===== src/rtl/mcore_xmem_arbiter.sv =====
// Shares one external mem_if port between NUM_REQ masters: round-robin grant, lock until mem_gnt, in-order response routing.
// Optional feature macro MCORE_XARB_PRIO_EN: master 0 gets fixed top priority, masters 1..NUM_REQ-1 round-robin.
module mcore_xmem_arbiter #(
  parameter int unsigned NUM_REQ         = 4,
  parameter int unsigned DATA_WIDTH      = 32,
  parameter int unsigned ADDR_WIDTH      = 32,
  parameter int unsigned MAX_OUTSTANDING = 4
) (
  input  logic                            aclk,
  input  logic                            areset,
  input  logic [NUM_REQ-1:0]              s_req,
  input  logic [NUM_REQ*ADDR_WIDTH-1:0]   s_addr,
  input  logic [NUM_REQ-1:0]              s_we,
  input  logic [NUM_REQ*DATA_WIDTH-1:0]   s_wdata,
  input  logic [NUM_REQ*DATA_WIDTH/8-1:0] s_be,
  output logic [NUM_REQ-1:0]              s_gnt,
  output logic [NUM_REQ-1:0]              s_rsp_valid,
  output logic [DATA_WIDTH-1:0]           s_rsp_rdata,
  output logic                            s_rsp_error,
  output logic                            mem_req,
  output logic [ADDR_WIDTH-1:0]           mem_addr,
  output logic                            mem_we,
  output logic [DATA_WIDTH-1:0]           mem_wdata,
  output logic [DATA_WIDTH/8-1:0]         mem_be,
  input  logic                            mem_gnt,
  input  logic                            mem_rsp_valid,
  input  logic [DATA_WIDTH-1:0]           mem_rsp_rdata,
  input  logic                            mem_rsp_error,
  output logic                            busy,
  output logic                            stray_rsp
);

  localparam int unsigned BE_WIDTH  = DATA_WIDTH / 8;
  localparam int unsigned ID_WIDTH  = $clog2(NUM_REQ);
  localparam int unsigned PTR_WIDTH = (MAX_OUTSTANDING > 1) ? $clog2(MAX_OUTSTANDING) : 1;
  localparam int unsigned CNT_WIDTH = $clog2(MAX_OUTSTANDING + 1);

  typedef enum logic {S_IDLE = 1'b0, S_LOCKED = 1'b1} state_t;

  state_t               state_q, state_n;
  logic [ID_WIDTH-1:0]  lock_id_q, lock_id_n;
  logic [ID_WIDTH-1:0]  rr_ptr_q, rr_ptr_n;
  logic [ID_WIDTH-1:0]  fifo_q [MAX_OUTSTANDING];
  logic [PTR_WIDTH-1:0] wr_ptr_q, rd_ptr_q;
  logic [CNT_WIDTH-1:0] count_q;
  logic                 stray_q;

  logic [ID_WIDTH-1:0]  arb_pick, owner, head_id;
  logic                 found, fifo_full, fifo_empty, req_ok, push, pop;
  int unsigned          cand, base;

  assign fifo_full  = (count_q == CNT_WIDTH'(MAX_OUTSTANDING));
  assign fifo_empty = (count_q == '0);
  assign head_id    = fifo_q[rd_ptr_q];
  assign stray_rsp  = stray_q;

  function automatic logic [PTR_WIDTH-1:0] ptr_inc(input logic [PTR_WIDTH-1:0] p);
    if (32'(p) == MAX_OUTSTANDING - 1) return '0;
    return p + PTR_WIDTH'(1);
  endfunction

  // Round-robin pointer after a grant to id
  function automatic logic [ID_WIDTH-1:0] next_ptr(input logic [ID_WIDTH-1:0] id);
`ifdef MCORE_XARB_PRIO_EN
    if (id == '0) return rr_ptr_q;
    if (32'(id) == NUM_REQ - 1) return ID_WIDTH'(1);
    return id + ID_WIDTH'(1);
`else
    if (32'(id) == NUM_REQ - 1) return '0;
    return id + ID_WIDTH'(1);
`endif
  endfunction

  // Idle-state owner: first requester at or after the rr pointer
  always_comb begin
    arb_pick = rr_ptr_q;
    found    = 1'b0;
    cand     = 32'd0;
`ifdef MCORE_XARB_PRIO_EN
    base = (rr_ptr_q == '0) ? 32'd0 : 32'(rr_ptr_q) - 32'd1;
    if (s_req[0]) begin
      arb_pick = '0;
      found    = 1'b1;
    end
    for (int unsigned k = 0; k < NUM_REQ - 1; k++) begin
      cand = 32'd1 + ((base + k) % (NUM_REQ - 1));
      if (!found && s_req[ID_WIDTH'(cand)]) begin
        arb_pick = ID_WIDTH'(cand);
        found    = 1'b1;
      end
    end
`else
    base = 32'(rr_ptr_q);
    for (int unsigned k = 0; k < NUM_REQ; k++) begin
      cand = (base + k) % NUM_REQ;
      if (!found && s_req[ID_WIDTH'(cand)]) begin
        arb_pick = ID_WIDTH'(cand);
        found    = 1'b1;
      end
    end
`endif
  end

  // Lock FSM next state, pass-through handshake and response routing
  always_comb begin
    state_n     = state_q;
    lock_id_n   = lock_id_q;
    rr_ptr_n    = rr_ptr_q;
    s_gnt       = '0;
    s_rsp_valid = '0;
    s_rsp_rdata = '0;
    s_rsp_error = 1'b0;
    mem_req     = 1'b0;
    mem_addr    = '0;
    mem_we      = 1'b0;
    mem_wdata   = '0;
    mem_be      = '0;
    busy        = 1'b0;

    owner  = (state_q == S_LOCKED) ? lock_id_q : arb_pick;
    req_ok = ~areset & s_req[owner] & ~fifo_full;
    push   = req_ok & mem_gnt;
    pop    = ~areset & mem_rsp_valid & ~fifo_empty;

    case (state_q)
      S_IDLE: begin
        if (req_ok && !mem_gnt) begin
          state_n   = S_LOCKED;
          lock_id_n = owner;
        end
      end
      S_LOCKED: begin
        if (push) state_n = S_IDLE;
      end
      default: state_n = S_IDLE;
    endcase

    if (push) rr_ptr_n = next_ptr(owner);

    mem_req = req_ok;
    if (req_ok) begin
      for (int unsigned i = 0; i < NUM_REQ; i++) begin
        if (ID_WIDTH'(i) == owner) begin
          mem_addr  = s_addr[i*ADDR_WIDTH +: ADDR_WIDTH];
          mem_we    = s_we[i];
          mem_wdata = s_wdata[i*DATA_WIDTH +: DATA_WIDTH];
          mem_be    = s_be[i*BE_WIDTH +: BE_WIDTH];
        end
      end
    end
    if (push) s_gnt[owner] = 1'b1;

    if (pop) begin
      s_rsp_valid[head_id] = 1'b1;
      s_rsp_rdata          = mem_rsp_rdata;
      s_rsp_error          = mem_rsp_error;
    end

    busy = ~areset & ((state_q == S_LOCKED) | ~fifo_empty | req_ok);
  end

  always_ff @(posedge aclk or posedge areset) begin
    if (areset) begin
      state_q   <= S_IDLE;
      lock_id_q <= '0;
      rr_ptr_q  <= '0;
      wr_ptr_q  <= '0;
      rd_ptr_q  <= '0;
      count_q   <= '0;
      stray_q   <= 1'b0;
      for (int i = 0; i < int'(MAX_OUTSTANDING); i++) fifo_q[i] <= '0;
    end else begin
      state_q   <= state_n;
      lock_id_q <= lock_id_n;
      rr_ptr_q  <= rr_ptr_n;
      if (push) begin
        fifo_q[wr_ptr_q] <= owner;
        wr_ptr_q         <= ptr_inc(wr_ptr_q);
      end
      if (pop) rd_ptr_q <= ptr_inc(rd_ptr_q);
      case ({push, pop})
        2'b10:   count_q <= count_q + CNT_WIDTH'(1);
        2'b01:   count_q <= count_q - CNT_WIDTH'(1);
        default: count_q <= count_q;
      endcase
      if (mem_rsp_valid && fifo_empty) stray_q <= 1'b1;
    end
  end

endmodule


===== config.mk =====
export PLATFORM = sky130hd
export DESIGN_NAME = mcore_xmem_arbiter
export DESIGN_NICKNAME = d
export VERILOG_FILES = /design/src/rtl/mcore_xmem_arbiter.sv
export SDC_FILE = /design/constraint.sdc
export NUM_CORES = 1
export LEC_CHECK = 0
export BUFFER_PORTS_ARGS = -buffer_cell sky130_fd_sc_hd__buf_2
export CORE_AREA = 2 2 169 171
export CTS_CLUSTER_DIAMETER = 200
export CTS_CLUSTER_SIZE = 12
export DETAILED_ROUTE_END_ITERATION = 7
export DIE_AREA = 0 0 171 173
export GPL_ROUTABILITY_DRIVEN = 0
export HOLD_SLACK_MARGIN = 0.15
export PLACE_DENSITY = 0.45
export SLEW_MARGIN = 10
export SYNTH_ARGS = -nofsm -noshare
export SYNTH_HDL_FRONTEND = slang
export SYNTH_SLANG_ARGS = --single-unit

===== constraint.sdc =====
create_clock -name aclk -period 3.89 [get_ports aclk]
set_input_delay 0.5835 -clock aclk [delete_from_list [all_inputs] [get_ports aclk]]
set_output_delay 0.5835 -clock aclk [all_outputs]
set_load 0.01 [all_outputs]

==> results of run 1 <==
==> sequential cells by signal (all words and copies together) (netlist names), named ones only <==
name	flops
lock_id_q	2
rr_ptr_q	2
stray_rsp	1
wr_ptr_q	2
rd_ptr_q	2
fifo_q	8
count_q	3
==> cells in the final DEF (no fill, tap or decap), types with 10 or more instances in the layout <==
cell       n
buf_2    429
and2_1   107
nand2_1   81
o21ai_0   78
a21oi_1   76
nor2_1    72
a22oi_1   65
buf_4     34
dfrtp_1   21
inv_1     14
buf_12    12
mux2_2    10
==> stage by stage <==
step / TNS, ps / hold WS [ps] / cell area [um^2] / setup slack, ps / utilization (%)
5_1_grt: -87.70 / 492.9 / 7221 / -31.82 / 26.13
6_report: 0 / 460.0 / 7221 / 107.3 / 26.13
4_1_cts: 0 / 472.3 / 7112 / 6.392 / 25.74
3_5_place_dp: -8654 / 456.8 / 6909 / -260.0 / 25.01
3_3_place_gp: -10620 / 444.9 / 6909 / -305.5 / 25.01
2_1_floorplan: 0 / 459.9 / 4075 / 162.3 / -
==> worst max-delay path, delay by kind of cell <==
family / cells / cell delay [ps]
buffers and inverters: 5 / 660
AOI/OAI and AO/OA: 5 / 820
adders and majority gates: 1 / 190
and+or+nand+nor: 5 / 950
==> power breakdown <==
part | switching (mW) | leakage, nW | internal (mW)
sequential | 0.104 | 0.237 | 0.320
combinational | 2.80 | 3.41 | 2.23
clock | 0.0810 | 0.0382 | 0.140
total | 2.98 | 3.69 | 2.69
==> final cells by class <==
type                    count  area, um^2  area share [%]
inverters                  14       52.55          0.7278
repair buffers            479        2720           37.67
well taps                 378       473.0           6.550
multi-input cells         560        3371           46.68
clock buffers               4       78.83           1.092
flip-flops and latches     21       525.5           7.278
==> path summary, 6_finish.rpt <==
check / start / endpoint / slack [ps] / cells after the start
setup reg to reg: rr_ptr_q[1] / count_q[2] / 750 / 15
hold / removal: stray_rsp / stray_rsp / 460 / 1
min in group asynchronous: areset / asynchronous set/reset pin / 530 / 2
max in group asynchronous: areset / fifo_q[1] / 2830 / 2
setup / recovery: s_req[2] / mem_addr[28] / 110 / 16
hold reg to reg: stray_rsp / stray_rsp / 460 / 1
==> cells in the mapped netlist (all sizes together) <==
library cell | count | area, um^2
a2111oi | 1 | 8.760
a21boi | 2 | 26.28
a21o | 2 | 15.01
a21oi | 81 | 416.7
a22oi | 65 | 488.0
a311oi | 1 | 15.01
a31o | 1 | 8.760
a31oi | 4 | 25.02
a41oi | 1 | 8.760
and2 | 107 | 669.4
and3 | 2 | 12.51
and3b | 1 | 8.760
buf | 9 | 42.53
clkbuf | 49 | 191.4
dfrtp | 21 | 525.5
fa | 1 | 20.02
ha | 10 | 125.1
inv | 14 | 52.55
mux2 | 10 | 112.6
mux2i | 3 | 30.03
mux4 | 2 | 45.04
nand2 | 81 | 304.0
nand2b | 3 | 18.77
nand3 | 1 | 5.000
nand3b | 4 | 30.03
nor2 | 73 | 274.0
nor2b | 3 | 18.77
nor3 | 3 | 15.01
nor3b | 4 | 30.03
o2111a | 1 | 11.26
o211ai | 1 | 7.510
o21a | 1 | 7.510
o21ai | 80 | 411.7
o311ai | 1 | 26.28
o31a | 1 | 10.01
o31ai | 1 | 7.510
o41a | 1 | 11.26
or2 | 1 | 6.260
or3 | 1 | 6.260
xnor2 | 1 | 8.760
xor2 | 2 | 17.52
==> cells by family after synthesis <==
logic type               synth area share (%)
XOR/XNOR                               0.6449
AO/OA/AOI/OAI                           36.94
flip-flops                              12.90
multiplexers                            4.605
AND/OR/NAND/NOR                         34.33
adder cells (fa/ha/maj)                 3.562
buffers and inverters                   7.031
==> routing by layer <==
layer / GRT usage (%) / wire length (um)
met1: 17.09 / 9437
met2: 28.18 / 12160
met3: 1.648 / 1467
met4: 1.695 / 176
met5: 0 / 0
==> timing repair <==
| action | 4_1_cts | 5_1_grt |
|---|---|---|
| setup buffers | 3 | 8 |
| cloned | 3 | 0 |
| resized for setup | 11 | 7 |
| endpoints found under the setup margin | 68 | 55 |
| pin swaps | 0 | 1 |
==> flow_metrics.env, run 1 <==
export IMPL_cts_max_path_buffers=2
export IMPL_pin_count=430
export IMPL_avgSynthCellArea_um2=6.260
export IMPL_firstDrtPassIters=4
export IMPL_via_per_inst=4.268
export IMPL_vias=6214
export IMPL_htree_levels=1
export IMPL_run_status="finished, final reports clean"
export IMPL_area_growth_syn_to_layout_pct=77.19
export IMPL_drc=0
export IMPL_powerDensity_nw_per_um2=786.3
export IMPL_cellLeakagePower_nw=3.690
export IMPL_rsz0062_at_grt="true"
export IMPL_cp_start_kind="primary input"
export IMPL_synth_distinct_cells=47
export IMPL_initial_core_util_pct=14.75
export IMPL_slew_violations=0
export IMPL_die_h_um=173
export IMPL_overflow=0
export IMPL_crit_path_cell_trace="buf_2, nor2b_1, buf_4, o21a_1, or3_1, o21ai_2, inv_1, ha_4, nor2b_4, buf_12, a22oi_1, nor2_1, a21oi_1, o21ai_0, and2_1, buf_2"
export IMPL_final_nets=1407
export IMPL_crit_required_ps=3310
export IMPL_diodes=0
export IMPL_critPathMaxFanout=20
export IMPL_drt_wl_total_um=23240
export IMPL_fin_skew_ps=2.803
export IMPL_synthesis_area_um2=4075
export IMPL_antenna_found_initial=0
export IMPL_fp_dieW_um=171
export IMPL_yosysWarnings=0
export IMPL_slowest_delay_ps=390
export IMPL_fill_cells=3227
export IMPL_endpoint_kind="output port"
export IMPL_synth_seq_cells=21
export IMPL_wl_per_cell_um=15.96
export IMPL_cts_clk_slew_worst_paths_ps=60
export IMPL_instances_no_fill=1456
export IMPL_drtAntennaViolNets=0
export IMPL_tightestPinTransition_ps=838.7
export IMPL_synthCells=651
export IMPL_finalCritPeriodShare_pct=97.24
export IMPL_cpMostUsedCell="buf_2"
export IMPL_finalCriticalPeriod_ps=3783
export IMPL_grt_pass1_vias=6007
export IMPL_fmaxAchievable_mhz=264.4
export IMPL_hp_class="flop to flop"
export IMPL_io_buffers=429
export IMPL_postCtsHoldBufs=0
export IMPL_cts_num_sinks=21
export IMPL_dieArea_um2=29580
export IMPL_slowest_stage="or3_1"
export IMPL_ir_drop_v=0.0002824
export IMPL_seq_area_frac_synth_pct=12.90
export IMPL_maxSlewHeadroom_pct=44.03
export IMPL_drive_gt1_share_pct=47.77
export IMPL_crit_type="primary input to output port"
export IMPL_row_count=61
export IMPL_cts_buffers=3
export IMPL_grt_pass1_wl_um=33450
export IMPL_total_power_mw=5.677
export IMPL_cap_violations=0
export IMPL_clk_latency_ps=260
export IMPL_finalHoldViolCount=0
export IMPL_grt_max_degree=63
export IMPL_finalSetupViolations=0
export IMPL_place_inst=1438
export IMPL_cp_arrival_ps=3200
export IMPL_core_area_um2=27630
export IMPL_post_dp_hpwl_um=18600
export IMPL_drt_initial_drc_count=322
export IMPL_cts_root_buf="clkbuf_16"
export IMPL_track_usage_pct=14.45
export IMPL_synth_nets=979
export IMPL_tritoncts="yes"
Power figures use the tool's default switching activity.
==> run 2, diff against run 1 <==
- CELL_PAD_IN_SITES_DETAIL_PLACEMENT: default -> 0
- CELL_PAD_IN_SITES_GLOBAL_PLACEMENT: default -> 1
- CORE_AREA: 2 2 169 171 -> 2 2 166 168
- DIE_AREA: 0 0 171 173 -> 0 0 168 170
- PLACE_DENSITY: 0.45 -> 0.66
==> run 2 against run 1 <==
Worst hold slack better by 12 ps. Sequential power rose by 1%. Die area is 3.5% lower. Combinational power decreased by 9.5%. Register-to-register slack barely moved. Critical endpoint is now mem_wdata[31]. Largest cell class unchanged. Largest power group unchanged.
==> flow_metrics.env, run 2 (same netlist as run 1, synthesis figures left out) <==
export IMPL_run_status="finished, final reports clean"
export IMPL_top_register="fifo_q"
export IMPL_grt_pass1_vias=5892
export IMPL_htree_levels=1
export IMPL_fp_dieW_um=168
export IMPL_cts_max_path_buffers=2
export IMPL_finalCriticalPeriod_ps=3708
export IMPL_mostFrequentLayoutCell="buf_2"
export IMPL_via_per_inst=4.433
export IMPL_diodes=0
export IMPL_slew_violations=0
export IMPL_ir_drop_v=0.0003963
export IMPL_cts_buffers=3
export IMPL_hp_start="stray_rsp"
export IMPL_core_area_um2=26650
export IMPL_path_buf_inv=4
export IMPL_die_h_um=170
export IMPL_finalSetupViolations=0
export IMPL_crit_type="primary input to output port"
export IMPL_endpoint_kind="output port"
export IMPL_slowest_delay_ps=400
export IMPL_grt_max_degree=61
export IMPL_cellLeakagePower_nw=3.557
export IMPL_cts_num_sinks=21
export IMPL_crit_start="s_req[2]"
export IMPL_drt_wl_total_um=22340
export IMPL_area_growth_syn_to_layout_pct=69.17
export IMPL_post_dp_hpwl_um=18740
export IMPL_cap_violations=0
export IMPL_largest_reg_flops=8
export IMPL_drive_gt1_share_pct=46.17
export IMPL_postCtsHoldBufs=0
export IMPL_cp_start_kind="primary input"
export IMPL_vias=6197
export IMPL_rsz0062_at_grt="false"
export IMPL_post_cts_resized=0
export IMPL_layout_common_cells="buf_2, and2_1, nand2_1"
export IMPL_cpMostUsedCell="buf_2"
export IMPL_maxSlewHeadroom_pct=44.55
export IMPL_antenna_found_initial=1
export IMPL_overflow=0
export IMPL_final_setup_tns_ps=0
export IMPL_wl_per_cell_um=15.98
export IMPL_firstDrtPassIters=4
export IMPL_track_usage_pct=14.26
export IMPL_drtAntennaViolNets=0
export IMPL_clk_latency_ps=250
export IMPL_row_count=60
export IMPL_drc=0
export IMPL_grt_pass1_wl_um=32230
export IMPL_finalHoldViolCount=0
export IMPL_timing_rr_start="rr_ptr_q[1]"
export IMPL_hp_class="flop to flop"
export IMPL_crit_family="compound AO/OA/AOI/OAI gates"
export IMPL_drt_initial_drc_count=281
export IMPL_initial_core_util_pct=15.29
export IMPL_cts_clk_slew_worst_paths_ps=50
export IMPL_critPathMaxFanout=35
export IMPL_fill_cells=3063
export IMPL_fmaxAchievable_mhz=269.7
export IMPL_finalCritPeriodShare_pct=95.32
export IMPL_fin_skew_ps=1.305
export IMPL_top_regs="fifo_q (8), count_q (3)"
export IMPL_pin_count=430
export IMPL_crit_required_ps=3310
export IMPL_dieArea_um2=28560
export IMPL_post_cts_repair_setup_buffers=0
export IMPL_pre_cts_ws_ps=24.26
export IMPL_tightestPinTransition_ps=830.9
export IMPL_fin_ws_ps=181.9
export IMPL_crit_path_cell_trace="buf_2, nor2b_1, o21a_1, or3_1, o21ai_2, buf_4, ha_4, nor2b_4, buf_12, a22oi_1, nor2_1, a21oi_1, o21ai_0, and2_1, buf_2"
export IMPL_io_buffers=429
export IMPL_tritoncts="yes"
export IMPL_cp_arrival_ps=3120
export IMPL_final_nets=1386
export IMPL_cts_root_buf="clkbuf_16"
export IMPL_powerDensity_nw_per_um2=753.9
export IMPL_slowest_stage="or3_1"
## run 2: worst register-to-register path, cell delays in order (launching register included)
cell       delay, ps
dfrtp_1          480
nor3b_1          190
a2111oi_1        360
o31a_2           310
inv_1            170
buf_4            180
o21ai_4          130
a21boi_4         100
inv_1             80
ha_1             180
inv_1             60
fa_1             370
xor2_1           150
nor2_1           110
xor2_1           160
## run 2: final timing paths
| kind | slack (ps) | end | cells past startpoint |
|---|---|---|---|
| hold reg to reg | 470 | stray_rsp | 1 |
| max in group asynchronous | 2840 | fifo_q[4] | 2 |
| setup / recovery | 180 | mem_wdata[31] | 15 |
| hold / removal | 470 | stray_rsp | 1 |
| min in group asynchronous | 530 | count_q[2] | 2 |
| setup reg to reg | 760 | count_q[2] | 14 |
## run 2: final cells by class
type                            instances  area, um^2  area share (%)
Inverter                               14       52.55          0.7623
Sequential cell                        21       525.5           7.623
Timing Repair Buffer                  460        2492           36.15
Tap cell                              341       426.7           6.189
Multi-Input combinational cell        558        3318           48.13
Clock buffer                            4       78.83           1.143
## run 2: per-layer routing
layer  up-vias  wire length (um)  part of all wire, %  global-route usage, %
met1      2825              9345                   42                  17.36
met2       275             11260                   50                  26.86
li1       3078                 -                    -                      -
met3        19              1420                  6.4                  1.744
met5         -                 0                    0                      0
met4         0               318                  1.4                  2.873
## run 2: through the flow
step                utilization, %  area (um^2)  total power, mW  hold WS, ps  instances
finish                       25.87         6894            5.197        471.6       1398
global route                 25.87         6894            5.810        497.0       1398
CTS                          25.85         6889            5.270        482.8       1398
detailed placement           25.55         6810            5.039        468.0       1394
global placement             25.55         6810            5.005        441.0       1394
floorplan                        -         4075            3.272        459.9        651
## run 2: where the power goes
part / internal, mW / switching (mW) / leakage (nW) / total [mW]
sequential: 0.320 / 0.109 / 0.237 / 0.429
clock: 0.140 / 0.0767 / 0.0382 / 0.216
combinational: 1.92 / 2.63 / 3.28 / 4.55
